$ cat config.mk
export PLATFORM = sky130hd
export DESIGN_NAME = axi_lite_initiator
export DESIGN_NICKNAME = d
export VERILOG_FILES = /design/src/rtl/kcore_axi_pkg.sv /design/src/rtl/axi_lite_initiator.sv
export SDC_FILE = /design/constraint.sdc
export NUM_CORES = 1
export LEC_CHECK = 0
export CAP_MARGIN = 20
export CORE_ASPECT_RATIO = 0.75
export CORE_MARGIN = 2
export CORE_UTILIZATION = 45
export CTS_BUF_LIST = sky130_fd_sc_hd__clkbuf_4
export CTS_CLUSTER_DIAMETER = 150
export CTS_CLUSTER_SIZE = 16
export DETAILED_ROUTE_END_ITERATION = 8
export GPL_TIMING_DRIVEN = 0
export PLACE_DENSITY = 0.89
export SYNTH_ARGS = -nofsm -noshare
export SYNTH_HDL_FRONTEND = slang
export SYNTH_SLANG_ARGS = --single-unit
$ cat constraint.sdc
create_clock -name clk -period 6.75 [get_ports clk]
set_clock_uncertainty 0.05 [all_clocks]
set_input_delay 1.0125 -clock clk [delete_from_list [all_inputs] [get_ports clk]]
set_output_delay 1.0125 -clock clk [all_outputs]
set_load 0.02 [all_outputs]
$ cat src/rtl/kcore_axi_pkg.sv
// ---------------------------------------------------------------------------
// kcore_axi_pkg
// Purpose : Shared AXI4-Lite definitions for the kcore initiator and memory
//           paths: the response code encoding and the initiator FSM states.
// Ports   : none (package).
// ---------------------------------------------------------------------------
package kcore_axi_pkg;

  localparam int AXI_RESP_W = 2;

  typedef enum logic [AXI_RESP_W-1:0] {
    OKAY   = 2'd0,
    EXOKAY = 2'd1,
    SLVERR = 2'd2,
    DECERR = 2'd3
  } axi_resp_t;

  typedef enum logic [2:0] {
    IDLE    = 3'd0,
    RD_ADDR = 3'd1,
    RD_DATA = 3'd2,
    WR_REQ  = 3'd3,
    WR_RESP = 3'd4,
    RSP     = 3'd5
  } axi_init_state_t;

endpackage

$ cat src/rtl/axi_lite_initiator.sv
// ---------------------------------------------------------------------------
// axi_lite_initiator
// Purpose : Single-outstanding AXI4-Lite master. A valid/ready request is
//           turned into one AXI read or write; the response is held on the
//           rsp_* interface until the consumer accepts it.
// Ports   : clk, rst (async, active-high)
//           req_valid/req_ready/req_write/req_addr/req_wdata/req_wstrb
//           rsp_valid/rsp_ready/rsp_rdata/rsp_resp
//           axi_aw*, axi_w*, axi_b*, axi_ar*, axi_r* (initiator side)
// Options : define AXI_LITE_INITIATOR_TIMEOUT_EN to build a watchdog that
//           aborts a stalled transaction after TIMEOUT_CYCLES with DECERR.
// ---------------------------------------------------------------------------
module axi_lite_initiator
  import kcore_axi_pkg::*;
#(
  parameter int ADDR_WIDTH     = 32,
  parameter int DATA_WIDTH     = 32,
  parameter int TIMEOUT_CYCLES = 1024
) (
  input  logic                    clk,
  input  logic                    rst,
  input  logic                    req_valid,
  output logic                    req_ready,
  input  logic                    req_write,
  input  logic [ADDR_WIDTH-1:0]   req_addr,
  input  logic [DATA_WIDTH-1:0]   req_wdata,
  input  logic [DATA_WIDTH/8-1:0] req_wstrb,
  output logic                    rsp_valid,
  input  logic                    rsp_ready,
  output logic [DATA_WIDTH-1:0]   rsp_rdata,
  output logic [AXI_RESP_W-1:0]   rsp_resp,
  output logic [ADDR_WIDTH-1:0]   axi_awaddr,
  output logic                    axi_awvalid,
  input  logic                    axi_awready,
  output logic [DATA_WIDTH-1:0]   axi_wdata,
  output logic [DATA_WIDTH/8-1:0] axi_wstrb,
  output logic                    axi_wvalid,
  input  logic                    axi_wready,
  input  logic [AXI_RESP_W-1:0]   axi_bresp,
  input  logic                    axi_bvalid,
  output logic                    axi_bready,
  output logic [ADDR_WIDTH-1:0]   axi_araddr,
  output logic                    axi_arvalid,
  input  logic                    axi_arready,
  input  logic [DATA_WIDTH-1:0]   axi_rdata,
  input  logic [AXI_RESP_W-1:0]   axi_rresp,
  input  logic                    axi_rvalid,
  output logic                    axi_rready
);

  axi_init_state_t state;
  logic [ADDR_WIDTH-1:0] addr_q;
  logic aw_done;
  logic w_done;
  logic aw_fire;
  logic w_fire;
  logic timeout_hit;

  // One address register serves both channels; only one of them is ever
  // valid for a given transaction.
  assign axi_awaddr = addr_q;
  assign axi_araddr = addr_q;

  assign aw_fire = axi_awvalid && axi_awready;
  assign w_fire  = axi_wvalid && axi_wready;

`ifdef AXI_LITE_INITIATOR_TIMEOUT_EN
  localparam int CNT_W = $clog2(TIMEOUT_CYCLES + 1);
  logic [CNT_W-1:0] wait_cnt;
  logic in_wait;

  assign in_wait = (state == RD_ADDR) || (state == RD_DATA) ||
                   (state == WR_REQ)  || (state == WR_RESP);
  // Fires on the last of TIMEOUT_CYCLES cycles spent waiting, so the
  // valids are visible for exactly TIMEOUT_CYCLES cycles before the abort.
  assign timeout_hit = in_wait && (wait_cnt == CNT_W'(TIMEOUT_CYCLES - 1));

  // Cleared while idle so it starts from zero on entry to RD_ADDR/WR_REQ.
  always_ff @(posedge clk or posedge rst) begin
    if (rst) begin
      wait_cnt <= '0;
    end else if (state == IDLE) begin
      wait_cnt <= '0;
    end else if (in_wait) begin
      wait_cnt <= wait_cnt + 1'b1;
    end
  end
`else
  assign timeout_hit = 1'b0;
`endif

  // Main FSM; every interface output is a register updated here.
  always_ff @(posedge clk or posedge rst) begin
    if (rst) begin
      state       <= IDLE;
      req_ready   <= 1'b0;
      rsp_valid   <= 1'b0;
      rsp_rdata   <= '0;
      rsp_resp    <= '0;
      addr_q      <= '0;
      axi_wdata   <= '0;
      axi_wstrb   <= '0;
      axi_awvalid <= 1'b0;
      axi_wvalid  <= 1'b0;
      axi_bready  <= 1'b0;
      axi_arvalid <= 1'b0;
      axi_rready  <= 1'b0;
      aw_done     <= 1'b0;
      w_done      <= 1'b0;
    end else if (timeout_hit) begin
      axi_awvalid <= 1'b0;
      axi_wvalid  <= 1'b0;
      axi_bready  <= 1'b0;
      axi_arvalid <= 1'b0;
      axi_rready  <= 1'b0;
      rsp_rdata   <= '0;
      rsp_resp    <= DECERR;
      rsp_valid   <= 1'b1;
      state       <= RSP;
    end else begin
      case (state)
        IDLE: begin
          if (req_ready && req_valid) begin
            req_ready <= 1'b0;
            addr_q    <= req_addr;
            axi_wdata <= req_wdata;
            axi_wstrb <= req_wstrb;
            if (req_write) begin
              axi_awvalid <= 1'b1;
              axi_wvalid  <= 1'b1;
              aw_done     <= 1'b0;
              w_done      <= 1'b0;
              state       <= WR_REQ;
            end else begin
              axi_arvalid <= 1'b1;
              state       <= RD_ADDR;
            end
          end else begin
            req_ready <= 1'b1;
          end
        end
        RD_ADDR: begin
          if (axi_arready) begin
            axi_arvalid <= 1'b0;
            axi_rready  <= 1'b1;
            state       <= RD_DATA;
          end
        end
        RD_DATA: begin
          if (axi_rvalid) begin
            axi_rready <= 1'b0;
            rsp_rdata  <= axi_rdata;
            rsp_resp   <= axi_rresp;
            rsp_valid  <= 1'b1;
            state      <= RSP;
          end
        end
        WR_REQ: begin
          // AW and W may complete in any order or together; the current
          // cycle's handshakes are folded in so no extra cycle is lost.
          if (aw_fire) begin
            axi_awvalid <= 1'b0;
            aw_done     <= 1'b1;
          end
          if (w_fire) begin
            axi_wvalid <= 1'b0;
            w_done     <= 1'b1;
          end
          if ((aw_done || aw_fire) && (w_done || w_fire)) begin
            axi_bready <= 1'b1;
            state      <= WR_RESP;
          end
        end
        WR_RESP: begin
          if (axi_bvalid) begin
            axi_bready <= 1'b0;
            rsp_rdata  <= '0;
            rsp_resp   <= axi_bresp;
            rsp_valid  <= 1'b1;
            state      <= RSP;
          end
        end
        RSP: begin
          if (rsp_ready) begin
            rsp_valid <= 1'b0;
            req_ready <= 1'b1;
            state     <= IDLE;
          end
        end
        default: state <= IDLE;
      endcase
    end
  end

endmodule
Word-level counts from Yosys, hierarchy flattened
Index checks and enable logic that the tools add are counted.

Register bits: 114. Latch bits: 0. Bits in writable memories: 0. Bits in read-only memories: 0. Input port bits: 114. Output and inout port bits: 141. Logic and storage cells: 97. Memories kept: 0.

$add $sub $neg: 0. Multipliers: 0. Div/mod/pow operators: 0. $lt $le $gt $ge: 0. Equality and inequality tests: 15. Shift-type cells: 0. Mux-type cells: 43. Bitwise logic cells: 0. Reduce and logical (&&, ||, !) cells: 24.

Operator list (number): 32-bit 2-to-1 mux (2); 32-bit one-hot mux with 2 select lines (1); 1-bit 2-to-1 mux (20); 2-bit != test (second input constant) (10); 3-bit 2-to-1 mux (6); 3-bit one-hot mux with 6 select lines (1); 1-bit one-hot mux with 2 select lines (8); 4-bit AND reduction (4); 2-bit nonzero test (6); 3-bit AND reduction (3); 3-bit by 2-bit == test with 1-bit output (second input constant) (2); 3-bit == test (second input constant) (2); 2-bit 2-to-1 mux (3); 6-bit AND reduction (1); 1-bit logical AND (4); 2-bit one-hot mux with 2 select lines (1); 2-bit AND reduction (2); 3-bit by 1-bit == test with 1-bit output (second input constant) (1); 3-bit zero test (1); 1-bit one-hot mux with 3 select lines (1); 3-bit nonzero test (1); 1-bit logical OR (2).

Logic depth before layout (Yosys ltp)
Gate-level depths: netlist of the first run.

Word-level depth: 5. Depth in mapped cells: 5. Mapped depth without buffers: 3.

Least setup slack after synthesis of the first run
OpenSTA, ideal clock, no wires.

Path kind: input port to flip-flop. From: input req_valid. To: register addr_q[0] (netlist: axi_araddr[0]). Library setup time: 125 ps. Data arrival time: 1831 ps. Path slack: 4744 ps. Stages: 5. Cells stage by stage: nand2_1 > nor2b_4 > buf_12 > buf_12 > mux2_4.

Longest elaborated chain between the ends: 2.

RTL lines: from (decl) (RTL line axi_lite_initiator.sv:22) `input logic req_valid,`; 1-bit logical AND (RTL line axi_lite_initiator.sv:123) `if (req_ready && req_valid) begin`; 2-bit AND reduction (no line); to (signal assigned) (RTL line axi_lite_initiator.sv:125) `addr_q <= req_addr;`; to (decl) (RTL line axi_lite_initiator.sv:52) `logic [ADDR_WIDTH-1:0] addr_q;`.

Every way passes these cells. A chain may end at the register's enable or synchronous reset.

Final worst setup path of the first run
From: register addr_q[10] (netlist: axi_araddr[10]). To: output axi_awaddr[10].

RTL lines: to (decl) (RTL line axi_lite_initiator.sv:32) `output logic [ADDR_WIDTH-1:0] axi_awaddr,`.

No word-level cell between the ends.

==> results of run 1 <==
-- power groups by stage --
stage	clock network [W]	logic [W]	registers, W
global placement	0	0.00238	0.00124
global route	0.000459	0.00254	0.00130
finish	0.000406	0.00241	0.00125
CTS	0.000423	0.00243	0.00126
floorplan	0	0.000999	0.00161
detailed placement	0	0.00242	0.00126
-- area by class of cell --
type / count / area (um2)
Fill cell: 710 / 2932
Sequential cell: 114 / 2853
Timing Repair Buffer: 255 / 2570
Multi-Input combinational cell: 157 / 1692
Buffer: 51 / 452.9
Tap cell: 140 / 175.2
Clock buffer: 18 / 135.1
Clock inverter: 11 / 73.82
Inverter: 4 / 17.52
-- sequential cells by signal, indices dropped and copies added, names as in the netlist, 2 cells and up --
signal / count
rsp_resp: 2
rsp_rdata: 32
axi_wdata: 32
axi_araddr: 32
axi_wstrb: 4
state: 3
-- worst paths after layout --
| check | end | slack, ps | cells after the start |
|---|---|---|---|
| min in group asynchronous | axi_wdata[15] | 930 | 2 |
| min | rsp_rdata[4] | 460 | 1 |
| max in group asynchronous | axi_araddr[4] | 4990 | 3 |
| max reg2reg | rsp_resp[0] | 5030 | 4 |
| min reg2reg | rsp_rdata[4] | 460 | 1 |
| max | axi_awaddr[10] | 4070 | 2 |
-- cell usage after synthesis (2+ instances only) --
master	number	area, um2
dfrtp_1	114	2853
mux2_4	65	975.9
a22o_1	34	297.8
buf_4	33	247.7
buf_2	10	50.05
mux2_2	8	90.09
a21oi_1	7	35.03
buf_12	7	140.1
nand2_1	6	22.52
a21o_1	4	30.03
inv_1	4	15.01
nor2_1	3	11.26
o21ai_0	3	15.01
a21boi_0	2	15.01
a31oi_1	2	12.51
nand2b_1	2	12.51
nand3b_1	2	15.01
nor2b_1	2	12.51
nor3b_1	2	15.01
-- per-layer routing --
metal | wire length [um] | up-vias
met3 | 945 | 12
met1 | 5274 | 1835
met4 | 131 | 0
met2 | 6952 | 164
met5 | 0 | -
li1 | - | 1684
-- cell families (layout without fill, tap and decap cells) --
family                 count (synthesis)  in the layout  share of synthesized area
flip-flops                           114            114                     0.5691
AO/OA/AOI/OAI                         59             59                    0.09336
buffers and inverters                 55            339                    0.09336
multiplexers                          74             74                     0.2147
AND/OR/NAND/NOR                       24             24                    0.02945
-- worst max-delay path, stage by stage (launching register included) --
cell,delay [ps]
dfrtp_1,400
buf_4,120
clkdlybuf4s50_1,600
-- metrics by stage --
step	worst slack, ps	hold WS (ps)
floorplan	2672	442.9
global placement	1100	431.0
detailed placement	4026	430.2
CTS	4005	459.5
global route	3967	487.4
finish	4073	457.9
==> impl_metrics.sql, run 1 <==
INSERT INTO impl_metrics (metric_group, metric, value, unit) VALUES
('die', 'floorplan.initialDensity', '0.4598', ''),
('power', 'power_density', '511.2', 'mW/mm2'),
('power', 'vdd_ir_drop_max', '0.0002473', 'V'),
('placement', 'detailed_place.area', '0.007760', 'mm2'),
('yosys', 'async_flop_share', '1.000', ''),
('die', 'die_width', '125.9', 'um'),
('layout', 'layout.cells.most_common', 'clkdlybuf4s50_1', ''),
('yosys', 'synth_flop_cell', 'dfrtp_1', ''),
('global_routing', 'vias_in_the_first_global_route', '3986', ''),
('global_routing', 'first_pass_grt_wire_length', '20750', 'um'),
('yosys', 'cell_area_synth', '0.005012', 'mm2'),
('timing', 'layout_min_cycle_time', '2677', 'ps'),
('die', 'die_height', '95.40', 'um'),
('global_routing', 'globalRouteOverflowTotal', '0', ''),
('critical_path', 'worst_r2r_startpoint', 'state[1]', ''),
('layout', 'area_growth_synth_to_finish', '58.99', '%'),
('die', 'design.portCount', '255', ''),
('layout', 'layoutNonFillerInstCount', '750', ''),
('critical_path', 'timing.critical_path.required', '5690', 'ps'),
('critical_path', 'worst_setup_path_startpoint', 'axi_araddr[10]', ''),
('drt', 'post_route_wl', '13300', 'um'),
('critical_path', 'arrival', '1610', 'ps'),
('yosys', 'syn_avg_cell_area', '15.38', 'um2'),
('power', 'power.share.combinational', '0.593', ''),
('hold_path', 'hold_path_class', 'reg2reg', ''),
('outcome', 'run_status', 'finished clean', ''),
('layout', 'final_util', '0.7311', ''),
('global_routing', 'grt_util_met3', '0.07856', ''),
('timing', 'timing.setup.tns', '0', 'ps'),
('power', 'pwr-share-seq', '0.308', ''),
('drt', 'wl_per_cell', '17.74', 'um'),
('yosys', 'synth_edf_count', '0', ''),
('die', 'die-area', '0.01201', 'mm2'),
('clock_network', 'cts_resized', '0', ''),
('power', 'internal-power', '0.002566', 'W'),
('layout', 'layout_cell_share_with_drive_strength_beyond_1', '0.2492', ''),
('drt', 'detail_route.first_pass.iterations', '4', ''),
('timing', 'setup_repair_after_global_routing_missed_its_margin', 'no', ''),
('layout', 'layout.cells.most_common_list', 'clkdlybuf4s50_1 (254), dfrtp_1 (114), mux2_4 (65), a22o_1 (34), buf_4 (33)', ''),
('die', 'placementRows', '33', ''),
('layout', 'insertedDiodeCount', '0', ''),
('global_routing', 'grt_usage', '0.2232', ''),
('die', 'core_box_area', '0.01090', 'mm2'),
('global_routing', 'grt_met1_usage', '0.2646', ''),
('yosys', 'yosysWarningCount', '0', ''),
('layout', 'design.final.nets', '714', ''),
('placement', 'place.port_buffers', '254', ''),
('clock_network', 'cts_tree', 'built', ''),
('drt', 'remaining_design_rule_violation_count', '0', ''),
('yosys', 'netlist_instances', '326', ''),
('power', 'sw_frac_of_total', '0.3702', ''),
('timing', 'setup_viol', '0', ''),
('drt', 'route.detailed.vias_per_inst', '4.927', ''),
('timing', 'final_period_util', '0.3967', ''),
('critical_path', 'crit_fanout', '3', ''),
('power', 'design_power_total', '0.004074', 'W'),
('run', 'cap_violations', '0', ''),
('drt', 'first_iter_violations', '201', ''),
('placement', 'placed_cells_incl_taps', '721', ''),
('hold_path', 'min_from', 'rsp_rdata[4]', ''),
('critical_path', 'path_class', 'reg2out', ''),
('power', 'total_leakage_power', '3.557', 'nW'),
('critical_path', 'cp-end-kind', 'output pin', ''),
('clock_network', 'cts-buffers-inserted', '17', ''),
('placement', 'dp.final_hpwl', '9980', 'um'),
('power', 'power_dissipated_by_switching_net_loads', '0.001508', 'W'),
('clock_network', 'cts.clk_slew.worst_paths', '90', 'ps'),
('clock_network', 'clockRootBuffer', 'clkbuf_4', ''),
('critical_path', 'timing.critical_path.from_type', 'register', ''),
('clock_network', 'clkSinkCount', '114', ''),
('placement', 'gp_congestion', '0.7868', '');
Note: power is estimated with default switching activity, not from simulation.
==> run 2, diff against run 1 <==
--- a/config.mk
+++ b/config.mk
@@ -8,13 +8,13 @@
 export CAP_MARGIN = 20
 export CORE_ASPECT_RATIO = 0.75
 export CORE_MARGIN = 2
-export CORE_UTILIZATION = 45
+export CORE_UTILIZATION = 41
 export CTS_BUF_LIST = sky130_fd_sc_hd__clkbuf_4
 export CTS_CLUSTER_DIAMETER = 150
 export CTS_CLUSTER_SIZE = 16
 export DETAILED_ROUTE_END_ITERATION = 8
 export GPL_TIMING_DRIVEN = 0
-export PLACE_DENSITY = 0.89
+export PLACE_DENSITY = 0.82
 export SYNTH_ARGS = -nofsm -noshare
 export SYNTH_HDL_FRONTEND = slang
 export SYNTH_SLANG_ARGS = --single-unit
==> constraint.sdc (replaced) <==
create_clock -name clk -period 2.7 [get_ports clk]
set_clock_uncertainty 0.05 [all_clocks]
set_input_delay 0.405 -clock clk [delete_from_list [all_inputs] [get_ports clk]]
set_output_delay 0.405 -clock clk [all_outputs]
set_load 0.02 [all_outputs]
==> run 2 against run 1 <==
Against the previous run: cell area up 2.0%; cell count up 3.5%; critical path depth unchanged; via count up 1.1%; die area up 9.4%; clock power rose to 3.5 times the previous value; routed wire length down 0.63%; count of clock-buffer cells in the layout unchanged; hold slack worse by 74 ps; combinational power up 150%; register-to-register slack worse by 4100 ps; largest power group unchanged; highest routed layer unchanged.
==> impl_metrics.sql, run 2 (same netlist as run 1, synthesis figures left out) <==
INSERT INTO impl_metrics (metric_group, metric, value, unit) VALUES
('clock_network', 'postCtsSetupBuffers', '0', ''),
('drt', 'first_iter_violations', '95', ''),
('placement', 'placed_cells_incl_taps', '744', ''),
('placement', 'place.port_buffers', '254', ''),
('timing', 'setup_repair_after_global_routing_missed_its_margin', 'no', ''),
('critical_path', 'worst-r2r-setup-slack', '950', 'ps'),
('timing', 'final_period_util', '0.7705', ''),
('die', 'placementRows', '34', ''),
('placement', 'gp_congestion', '0.8046', ''),
('drt', 'route.detailed.vias_per_inst', '4.813', ''),
('power', 'vdd_ir_drop_max', '0.0005809', 'V'),
('timing', 'timing.setup.tns', '0', 'ps'),
('critical_path', 'worst_r2r_startpoint', 'state[1]', ''),
('clock_network', 'cts_tree', 'built', ''),
('layout', 'area_of_the_multi_input_gates', '0.001692', 'mm2'),
('clock_network', 'clkSinkCount', '114', ''),
('die', 'die_width', '131.7', 'um'),
('critical_path', 'crit_fanout', '3', ''),
('timing', 'layout_min_cycle_time', '2080', 'ps'),
('placement', 'dp.final_hpwl', '10010', 'um'),
('layout', 'insertedDiodeCount', '0', ''),
('timing', 'timing_hold_violations_final', '0', ''),
('critical_path', 'timing.critical_path.from_type', 'register', ''),
('power', 'power_density', '1299', 'mW/mm2'),
('layout', 'layout.cells.most_common', 'clkdlybuf4s50_1', ''),
('critical_path', 'critical-path-slowest-cell', 'clkdlybuf4s50_1', ''),
('clock_network', 'clock_latency_at_the_later_pin_of_the_worst_skew_pair', '490', 'ps'),
('critical_path', 'crit_cells', '2', ''),
('drt', 'detail_route.first_pass.iterations', '4', ''),
('layout', 'area_growth_synth_to_finish', '62.11', '%'),
('die', 'die_height', '99.76', 'um'),
('timing', 'holdWs', '383.8', 'ps'),
('outcome', 'run_status', 'finished clean', ''),
('critical_path', 'critical-path-max-stage-delay', '590', 'ps'),
('clock_network', 'cts-buffers-inserted', '17', ''),
('clock_network', 'cts.clk_slew.worst_paths', '120', 'ps'),
('layout', 'area.sequential', '0.002853', 'mm2'),
('critical_path', 'cpLargestDelayFamily', 'buffers and inverters', ''),
('layout', 'num-fill-cells', '831', ''),
('global_routing', 'globalRouteOverflowTotal', '0', ''),
('die', 'die-area', '0.01313', 'mm2'),
('timing', 'tightest_slew', '866.0', 'ps'),
('die', 'floorplan.initialDensity', '0.4269', ''),
('timing', 'setup_viol', '0', ''),
('drt', 'ant_nets', '0', ''),
('critical_path', 'timing.critical_path.required', '2250', 'ps'),
('layout', 'layout.cells.most_common_list', 'clkdlybuf4s50_1 (254), dfrtp_1 (114), mux2_4 (65), a22o_1 (34), buf_4 (33)', ''),
('global_routing', 'first_pass_grt_wire_length', '21050', 'um'),
('critical_path', 'timing.critical_path.to', 'axi_awaddr[22]', ''),
('run', 'cap_violations', '0', ''),
('clock_network', 'clockRootBuffer', 'clkbuf_4', ''),
('timing', 'finalMaxSlewViolations', '0', ''),
('critical_path', 'worst-r2r-cell-count', '4', ''),
('global_routing', 'grt_max_degree', '45', ''),
('layout', 'design.final.nets', '715', ''),
('die', 'core_box_area', '0.01174', 'mm2'),
('critical_path', 'cp-end-kind', 'output pin', ''),
('drt', 'via_count', '3735', ''),
('timing', 'max-slew-margin-rel', '0.4214', ''),
('drt', 'remaining_design_rule_violation_count', '0', ''),
('hold_path', 'hold_path_class', 'in2async', ''),
('global_routing', 'initial_antenna_violation_count', '0', ''),
('global_routing', 'grt_usage', '0.2043', ''),
('critical_path', 'critical_path_buf_inv_count', '2', ''),
('global_routing', 'vias_in_the_first_global_route', '3969', ''),
('layout', 'layout_cell_share_with_drive_strength_beyond_1', '0.2590', ''),
('drt', 'wl_per_cell', '17.03', 'um'),
('layout', 'layoutNonFillerInstCount', '776', ''),
('clock_network', 'clockBufferDepth', '2', ''),
('clock_network', 'ctsHoldBuffers', '0', ''),
('die', 'design.portCount', '255', ''),
('critical_path', 'critical_path.cell_chain', 'buf_4 -> clkdlybuf4s50_1', ''),
('clock_network', 'h-tree-depth', '4', ''),
('critical_path', 'path_class', 'reg2out', ''),
('drt', 'post_route_wl', '13220', 'um'),
('critical_path', 'arrival', '1630', 'ps'),
('critical_path', 'worst_setup_path_startpoint', 'axi_araddr[22]', ''),
('critical_path', 'crit-reg2reg-capture', 'rsp_resp[0]', ''),
('power', 'total_leakage_power', '3.594', 'nW'),
('timing', 'fmaxAchievable', '0.4807', 'GHz'),
('clock_network', 'cts_resized', '0', '');
## run 2: cell count changes in the layout (fill, tap and decap cells not counted), sizes merged
cell,delta
buf,+1
bufinv,+3
clkinv,-4
clkinvlp,+5
inv,-1
## run 2: per-layer routing
layer | wire, um | up-vias | track usage
met5 | 0 | - | 0
met4 | 191 | 0 | 0.06104
met3 | 981 | 19 | 0.07187
met2 | 6622 | 165 | 0.3488
met1 | 5424 | 1854 | 0.2464
li1 | - | 1697 | -
## run 2: worst min-delay path by stage
stage,startpoint,endpoint,slack [ps],depth (start not counted)
floorplan,req_write,aw_done,440,1
global placement,rsp_rdata[2],rsp_rdata[2],430,1
detailed placement,rsp_rdata[11],rsp_rdata[11],430,1
CTS,rst,axi_wdata[4],360,2
global route,rst,axi_wdata[4],400,2
finish,rst,axi_wdata[4],380,2
## run 2: cell type report
type	count	area share
flip-flops and latches	114	0.3511
repair buffers	256	0.3178
multi-input cells	157	0.2082
plain buffers	51	0.05574
well taps	162	0.02495
clock inverters	14	0.02325
clock buffers	18	0.01663
inverters	4	0.002310
## run 2: where the power goes
part / switching, W / total (W) / leakage, nW / internal, W
registers: 0.000593 / 0.00312 / 1.39 / 0.00253
logic: 0.00256 / 0.00602 / 2.05 / 0.00345
clock network: 0.000671 / 0.00141 / 0.159 / 0.000741
total: 0.00383 / 0.0106 / 3.59 / 0.00673
## run 2: per-stage QoR
step                        util  setup slack [ps]  instance area (um2)  total power (W)
after floorplan                -             859.6                 5016         0.006512
after global placement    0.6610            -191.9                 7761         0.009061
after detailed placement  0.6644             592.5                 7801         0.009193
after CTS                 0.6920             561.8                 8125          0.01065
after global routing      0.6920             530.1                 8125          0.01108
final                     0.6920             619.7                 8125          0.01055
